**src/rtl/batch_controller_pkg.sv**
```systemverilog
// Shared types and default sizes for the batch sequencer.
package batch_controller_pkg;

  localparam int unsigned DEF_GROUP_SIZE = 8;
  localparam int unsigned DEF_IDX_W      = 3;
  localparam int unsigned DEF_ADDR_W     = 6;
  localparam int unsigned DEF_CNT_W      = 3;

  typedef enum logic [2:0] {
    IDLE   = 3'd0,
    READ   = 3'd1,
    LOAD   = 3'd2,
    OP     = 3'd3,
    WRITE  = 3'd4,
    FINISH = 3'd5
  } state_t;

endpackage

```
**src/rtl/batch_controller_group_counter.sv**
```systemverilog
// Loadable up-counter with terminal-count flag; a limit of 0 means the full 2**W range.
module group_counter #(
  parameter int unsigned W = 3
) (
  input  logic         clk,
  input  logic         rst,
  input  logic         clear,
  input  logic         inc,
  input  logic [W-1:0] limit,
  output logic [W-1:0] count,
  output logic         last
);

  // Count register: clear has priority over increment.
  always_ff @(posedge clk or posedge rst) begin
    if (rst)        count <= '0;
    else if (clear) count <= '0;
    else if (inc)   count <= count + W'(1);
  end

  // limit-1 wraps to all ones when limit is 0, giving the full-range terminal count.
  assign last = (count == limit - W'(1));

endmodule

```
**src/rtl/batch_controller.sv**
```systemverilog
// Sequencer: input memory -> register file -> operation unit -> output memory, in 8-word groups.
module batch_controller
  import batch_controller_pkg::*;
#(
  parameter int unsigned GROUP_SIZE = DEF_GROUP_SIZE,
  parameter int unsigned IDX_W      = DEF_IDX_W,
  parameter int unsigned ADDR_W     = DEF_ADDR_W,
  parameter int unsigned CNT_W      = DEF_CNT_W
) (
  input  logic              clk,
  input  logic              rst,
  input  logic              start,
  input  logic [CNT_W-1:0]  num_groups,
  input  logic              out_ready,
  output logic [ADDR_W-1:0] AddrReading,
  output logic [ADDR_W-1:0] AddrWriting,
  output logic [IDX_W-1:0]  RegIndex,
  output logic              EnableInputMEM,
  output logic              EnableReg,
  output logic              EnableOperation,
  output logic              EnableOutputMEM,
  output logic              Busy,
  output logic              Done
);

  state_t            state;
  state_t            stateNext;
  logic [CNT_W-1:0]  numGroupsQ;
  logic [CNT_W-1:0]  groupCount;
  logic              lastGroup;
  logic              lastReg;
  logic              accept;
  logic              nextGroup;

  assign accept    = start && ((state == IDLE) || (state == FINISH));
  assign nextGroup = (state == WRITE) && out_ready && !lastGroup;

  group_counter #(.W(CNT_W)) uGroupCnt (
    .clk   (clk),
    .rst   (rst),
    .clear (accept),
    .inc   (nextGroup),
    .limit (numGroupsQ),
    .count (groupCount),
    .last  (lastGroup)
  );

  group_counter #(.W(IDX_W)) uRegCnt (
    .clk   (clk),
    .rst   (rst),
    .clear (accept || nextGroup),
    .inc   ((state == LOAD) && !lastReg),
    .limit (IDX_W'(GROUP_SIZE)),
    .count (RegIndex),
    .last  (lastReg)
  );

  // Write address advances and clears exactly with the group counter, so it is the group index.
  assign AddrWriting = ADDR_W'(groupCount);

  // State, read address and latched group count.
  always_ff @(posedge clk or posedge rst) begin
    if (rst) begin
      state       <= IDLE;
      AddrReading <= '0;
      numGroupsQ  <= '0;
    end else begin
      state <= stateNext;
      if (accept) begin
        AddrReading <= '0;
        numGroupsQ  <= num_groups;
      end else if (state == LOAD) begin
        AddrReading <= AddrReading + ADDR_W'(1);
      end
    end
  end

  // Next-state and decoded enables/status.
  always_comb begin
    stateNext       = state;
    EnableInputMEM  = 1'b0;
    EnableReg       = 1'b0;
    EnableOperation = 1'b0;
    EnableOutputMEM = 1'b0;
    Busy            = 1'b0;
    Done            = 1'b0;
    unique case (state)
      IDLE: begin
        if (start) stateNext = READ;
      end
      READ: begin
        EnableInputMEM = 1'b1;
        Busy           = 1'b1;
        stateNext      = LOAD;
      end
      LOAD: begin
        EnableReg = 1'b1;
        Busy      = 1'b1;
        stateNext = lastReg ? OP : READ;
      end
      OP: begin
        EnableOperation = 1'b1;
        Busy            = 1'b1;
        stateNext       = WRITE;
      end
      WRITE: begin
        EnableOutputMEM = 1'b1;
        Busy            = 1'b1;
        if (out_ready) stateNext = lastGroup ? FINISH : READ;
      end
      FINISH: begin
        Done = 1'b1;
        if (start) stateNext = READ;
      end
      default: stateNext = IDLE;
    endcase
  end

endmodule

```
**config.mk**
```make
export PLATFORM = sky130hd
export DESIGN_NAME = batch_controller
export DESIGN_NICKNAME = d
export VERILOG_FILES = /design/src/rtl/batch_controller_pkg.sv /design/src/rtl/batch_controller_group_counter.sv /design/src/rtl/batch_controller.sv
export SDC_FILE = /design/constraint.sdc
export NUM_CORES = 1
export LEC_CHECK = 0
export ABC_CLOCK_PERIOD_IN_PS = 1700
export CAP_MARGIN = 20
export CORE_UTILIZATION = 47
export CTS_CLUSTER_SIZE = 24
export DETAILED_ROUTE_END_ITERATION = 6
export GPL_ROUTABILITY_DRIVEN = 0
export PLACE_DENSITY = 0.78
export SYNTH_ARGS = -nofsm -noshare
export SYNTH_HDL_FRONTEND = slang
export SYNTH_SLANG_ARGS = --single-unit
```
**constraint.sdc**
```tcl
create_clock -name clk -period 1.7 [get_ports clk]
set_input_delay 0.17 -clock clk [delete_from_list [all_inputs] [get_ports clk]]
set_output_delay 0.17 -clock clk [all_outputs]
set_load 0.01 [all_outputs]
```
Word level (Yosys, flattened, before mapping)

Index checks and enable logic that the tools add are counted.

Add/sub/neg operators: 4
Equality and inequality tests: 9
Muxes and demuxes: 17
Reductions and logical operators: 15

Operators with widths:

| kind                  | count |
|---|---|
| $mux W3               | 7 |
| $pmux W3 S5           | 1 |
| $mux W6               | 2 |
| $eq A3 B3 Y1 const B  | 3 |
| $add A3 B1 Y3 const B | 2 |
| $add A6 B1 Y6 const B | 1 |
| $eq A3 B2 Y1 const B  | 2 |
| $mux W1               | 6 |
| $reduce_bool A2 Y1    | 3 |
| $logic_and A1 B1 Y1   | 4 |
| $reduce_or A4 Y1      | 1 |
| $eq A3 B1 Y1 const B  | 1 |
| $eq A3 B3 Y1          | 1 |
| $logic_not A3 Y1      | 1 |
| $sub A3 B1 Y3 const B | 1 |
| $logic_not A1 Y1      | 2 |
| $logic_or A1 B1 Y1    | 2 |
| $mux W2               | 1 |
| $ne A2 B1 Y1 const B  | 1 |
| $ne A2 B2 Y1 const B  | 1 |
| $reduce_and A2 Y1     | 1 |
| $reduce_or A2 Y1      | 1 |

Flip-flop bits (word level): 18
Input bits: 7
Word-level logic and storage cells: 50

Depth between registers and ports, before layout

Depth in word-level cells: 6
Depth in mapped cells: 5

Cells and area by module

A second synthesis with hierarchy kept.

Cells, all modules: 107
Area, all modules: 1128.6 sq um

By module, submodules not included:

| module           | times used | cells an instance | area each (sq um) |
|---|---|---|---|
| batch_controller | 1          | 69                | 705.7 |
| group_counter    | 2          | 19                | 211.5 |

Least setup slack after synthesis

Ideal clock, no wire load.

Path type: register to register
Start: register numGroupsQ[0]
End: register uGroupCnt.count[2]
Setup time: 0.079 ns
Arrival: 1.449 ns
Data required time: 1.621 ns
Setup slack: 0.172 ns
Cell stages (with the launch flop): 6
Path buffers: 0
Path through: dfrtp_1 > inv_1 > ha_1 > xnor2_1 > o311ai_0 > mux2i_1

Cells in the longest elaborated chain, start to end: 5

Ends and longest elaborated chain:

| element                             | RTL line                             | text |
|---|---|---|
| start: declaration                  | batch_controller.sv:28               | `logic [CNT_W-1:0] numGroupsQ;` |
| start signal: assignment            | batch_controller.sv:71               | `numGroupsQ <= num_groups;` |
| $sub A3 B1 Y3                       | batch_controller_group_counter.sv:22 | `assign last = (count == limit - W'(1));` |
| $eq A3 B3 Y1                        | batch_controller_group_counter.sv:22 |  |
| $logic_not A1 Y1                    | batch_controller.sv:36               | `assign nextGroup = (state == WRITE) && out_ready && !lastGroup;` |
| $logic_and A1 B1 Y1                 | batch_controller.sv:36               |  |
| $reduce_bool A2 Y1 (no source line) | --                                   |  |
| end signal: assignment              | batch_controller_group_counter.sv:18 | `else if (inc) count <= count + W'(1);` |
| end: declaration                    | batch_controller_group_counter.sv:10 | `output logic [W-1:0] count,` |

No other way between the ends.
A chain may end at the register's enable or synchronous reset.

Worst setup path after layout

Start: register state[0]
End: output port EnableOutputMEM

Cells in the longest elaborated chain, start to end: 2

Ends and longest elaborated chain:

| element                  | RTL line               | text |
|---|---|---|
| start: declaration       | batch_controller.sv:26 | `state_t state;` |
| start signal: assignment | batch_controller.sv:68 | `state <= stateNext;` |
| $eq A3 B3 Y1             | batch_controller.sv:87 | `unique case (state)` |
| $mux W1                  | batch_controller.sv:87 |  |
| end: declaration         | batch_controller.sv:21 | `output logic EnableOutputMEM,` |

No other way between the ends.

==> impl_metrics.sql <==
INSERT INTO impl_metrics (metric_group, metric, value, unit) VALUES
('run_status', 'status', 'finished clean', ''),
('synthesis', 'synthesis.area', '1060', 'sq um'),
('global_route', 'grt_pass1_wl', '3740', 'um'),
('worst_hold_path', 'timing.hold.worst.class', 'input port to asynchronous set/reset pin', ''),
('global_route', 'grt_start_max_net_pins', '19', ''),
('global_route', 'grt_antenna_before_repair', '0', ''),
('clock_tree', 'clock_path_buffers', '2', ''),
('synthesis', 'count_of_synthesis_stage_warnings_from_yosys', '0', ''),
('timing', 'finalHoldViolations', '0', ''),
('worst_setup_path', 'worstPathCellList', 'buf_4 > nor2_2 > and2_1 > dlygate4sd2_1', ''),
('worst_setup_path', 'worstPathMaxFanout', '4', ''),
('synthesis', 'netlist_instances', '100', ''),
('layout', 'antenna_diode_count', '0', ''),
('synthesis', 'synth_cell_type_count', '36', ''),
('floorplanning', 'top_level_ports', '28', ''),
('timing', 'slew_viol_final', '0', ''),
('worst_setup_path', 'cp_slowest_cell', 'sky130_fd_sc_hd__dfrtp_1', ''),
('timing', 'fin_ws', '0.113', 'ns'),
('job', 'max-cap-violations', '0', ''),
('detailed_routing', 'drtAntennaViolNets', '0', ''),
('worst_setup_path', 'maximum_single_stage_delay_on_the_critical_path', '0.43', 'ns'),
('floorplanning', 'total_number_of_placement_rows', '16', ''),
('global_route', 'grt.total_usage', '20.5', '%'),
('timing', 'final_period_minus_worst_setup_slack', '1.59', 'ns'),
('timing', 'maxClockFrequency', '630', 'MHz'),
('timing', 'final_min_period_over_clock_period', '93.3', '%'),
('layout', 'design.final.nets', '147', ''),
('clock_tree', 'clk_latency', '0.29', 'ns'),
('synthesis', 'synth_seq_area_share', '42.5', '%'),
('timing', 'fin_worst_skew', '0.00674', 'ns'),
('floorplanning', 'floorplan.die.height', '49.5', 'um'),
('global_route', 'globalRoute.totalOverflow', '0', ''),
('power', 'total_power', '0.00226', 'W'),
('power', 'power_density', '1580', 'nW/um^2'),
('worst_setup_path', 'critical_path.startpoint_type', 'register', ''),
('global_route', 'via_count_of_the_first_global_routing_pass', '793', ''),
('clock_tree', 'quantity_of_hold_fixing_buffers_added_after_cts', '0', ''),
('detailed_routing', 'routed-via-count', '860', ''),
('power', 'p_leak', '0.669', 'nW'),
('detailed_routing', 'route.detailed.vias_per_inst', '5.34', ''),
('power', 'peak_supply_drop', '1.02', 'mV'),
('floorplanning', 'die_width', '49.5', 'um'),
('floorplanning', 'floorplan.initialDensity', '52.0', '%'),
('layout', 'drive_gt1_share', '20.9', '%'),
('worst_setup_path', 'critical_path.top_delay_family', 'flip-flops', ''),
('timing', 'setup_viol', '0', ''),
('worst_setup_path', 'setup.worst_path.end_class', 'output pin', ''),
('synthesis', 'synth.ff_latch_count', '18', ''),
('clock_tree', 'cts.sinks', '18', ''),
('worst_setup_path', 'worstPathRequired', '1.53', 'ns'),
('worst_setup_path', 'path_buf_inv', '2', ''),
('detailed_routing', 'drt-pass1-iter-count', '4', ''),
('placement', 'detailedPlacementHpwl', '1720', 'um'),
('detailed_routing', 'post_drt_wl_per_cell', '14.0', 'um'),
('worst_setup_path', 'setup.worst_path.class', 'register to output pin', ''),
('clock_tree', 'maximum_level_of_the_cts_h_tree', '1', ''),
('placement', 'numPortBuffers', '24', ''),
('clock_tree', 'cts_root_buffer', 'sky130_fd_sc_hd__clkbuf_4', ''),
('detailed_routing', 'first_iter_violations', '20', ''),
('floorplanning', 'coreArea', '2040', 'sq um'),
('clock_tree', 'path_clk_slew', '0.11', 'ns'),
('detailed_routing', 'drc_errors', '0', ''),
('clock_tree', 'cts_tree', 'built', ''),
('clock_tree', 'cts_inserted_buffers', '3', ''),
('placement', 'place_worst_setup_slack', '-0.00401', 'ns'),
('layout', 'area_growth_from_synthesis_to_layout', '34.4', '%'),
('floorplanning', 'die_area', '2450', 'sq um'),
('worst_setup_path', 'cp_data_arrival_time', '1.42', 'ns'),
('synthesis', 'synth.avg_cell_area', '10.6', 'sq um'),
('timing', 'rsz_0062_raised_after_global_routing', 'true', ''),
('detailed_routing', 'totalWireLength', '2260', 'um');
[sequential cells by signal, indices dropped and copies added, names as in the netlist]
name / flops
AddrReading: 6
numGroupsQ: 3
state: 3
uGroupCnt.count: 3
uRegCnt.count: 3
[routing by layer]
layer	track usage, %	vias to the layer above	wire (um)
li1	-	420	-
met3	1.85	2	87
met1	29.7	411	1070
met5	0	-	0
met2	32.2	27	1100
met4	7.14	0	9
[worst paths after layout]
| kind | from | endpoint | slack (ns) | depth (start not counted) |
|---|---|---|---|---|
| worst max register to register | uRegCnt.count[1] | uRegCnt.count[1] | 0.12 | 5 |
| worst max-delay path | state[0] | EnableOutputMEM | 0.11 | 4 |
| worst min-delay path | rst | AddrReading[0] | 0.18 | 3 |
| worst min register to register | uGroupCnt.count[2] | uGroupCnt.count[2] | 0.53 | 1 |
| max in group asynchronous | rst | state[2] | 1.31 | 3 |
| min in group clk | num_groups[2] | numGroupsQ[2] | 0.49 | 2 |
[Yosys cell counts (all sizes together)]
cell      n  share of area, %
mux2      3               3.2
mux2i     5               4.7
and2      1              0.59
a21o      1              0.71
nand2b    2               1.2
and4bb    1               1.2
buf       7               4.6
a22o      1              0.83
nor4b     1               2.2
nor4bb    1              0.94
conb      1              0.35
ha        5               5.9
nand3     1              0.47
nor2      7               2.5
or3       3               1.8
o31a      1              0.83
o21ai     7               3.3
nand4bb   1               1.1
o31ai     3               2.1
xor3      1               2.2
o211ai    1              0.71
or3b      2               1.9
o311ai    1              0.83
dfrtp    18                42
xor2      1              0.83
nor3      3               1.4
nand2     3               1.1
xnor2     6               5.0
inv       6               2.1
nand4     1              0.59
and3      1              0.59
a21oi     4               1.9
[where the power goes]
group          internal, W  leakage [nW]  switching [W]
Clock             0.000130        0.0210       0.000132
Sequential        0.000562         0.237       0.000140
Combinational     0.000676         0.411       0.000620
[worst reg2reg max path, stage by stage (launching register included)]
cell                      delay [ns]
sky130_fd_sc_hd__dfrtp_1        0.41
sky130_fd_sc_hd__ha_2           0.20
sky130_fd_sc_hd__ha_4           0.16
sky130_fd_sc_hd__nor4b_4        0.40
sky130_fd_sc_hd__mux2i_1        0.24
sky130_fd_sc_hd__nor3_1         0.06
[what timing repair did]
item                       in CTS  in global routing
pin swaps                       0                  2
resized for setup              10                  7
setup endpoints to repair       7                  8
buffers inserted                0                  3
[kinds of logic (layout without fill, tap and decap cells)]
group | Yosys count | after routing | share of synthesized area (%)
xor gates and xnor gates | 8 | 8 | 8.02
AOI/OAI and AO/OA | 19 | 19 | 11.2
and+or+nand+nor | 28 | 28 | 17.5
other | 1 | 3 | 0.353
adders and majority gates | 5 | 5 | 5.90
muxes | 8 | 8 | 7.90
DFF | 18 | 18 | 42.5
buffers and inverters | 13 | 45 | 6.72
[stage by stage]
step / utilization [%] / hold WS (ns) / instances / TNS (ns) / cell area, sq um
after floorplan: - / 0.109 / 102 / 0 / 1070
after global placement: 66.3 / 0.482 / 154 / 0 / 1350
after detailed placement: 66.3 / 0.510 / 154 / -0.00401 / 1350
after CTS: 68.0 / 0.190 / 158 / 0 / 1390
after global routing: 69.9 / 0.232 / 161 / -0.00392 / 1430
final: 69.9 / 0.179 / 161 / 0 / 1430
[area by class of cell]
type | count | area [sq um]
repair buffers | 35 | 315
clock buffers | 4 | 36.3
well taps | 27 | 33.8
flip-flops and latches | 18 | 452
fillers | 166 | 616
multi-input cells | 71 | 567
inverters | 6 | 22.5
[cell usage in the layout, fill, tap and decap left out, types with 3 or more instances in the layout]
| cell type | n |
|---|---|
| sky130_fd_sc_hd__ha_1 | 3 |
| sky130_fd_sc_hd__nand2_1 | 3 |
| sky130_fd_sc_hd__clkdlybuf4s50_1 | 18 |
| sky130_fd_sc_hd__nor2_1 | 5 |
| sky130_fd_sc_hd__inv_1 | 5 |
| sky130_fd_sc_hd__o21ai_0 | 7 |
| sky130_fd_sc_hd__or3_1 | 3 |
| sky130_fd_sc_hd__dfrtp_1 | 17 |
| sky130_fd_sc_hd__xnor2_1 | 6 |
| sky130_fd_sc_hd__conb_1 | 3 |
| sky130_fd_sc_hd__mux2i_1 | 5 |
| sky130_fd_sc_hd__nor3_1 | 3 |
| sky130_fd_sc_hd__dlygate4sd2_1 | 5 |
| sky130_fd_sc_hd__clkbuf_4 | 3 |
| sky130_fd_sc_hd__buf_4 | 10 |
| sky130_fd_sc_hd__a21oi_1 | 4 |
| sky130_fd_sc_hd__o31ai_1 | 3 |
Power figures use the tool's default switching activity.
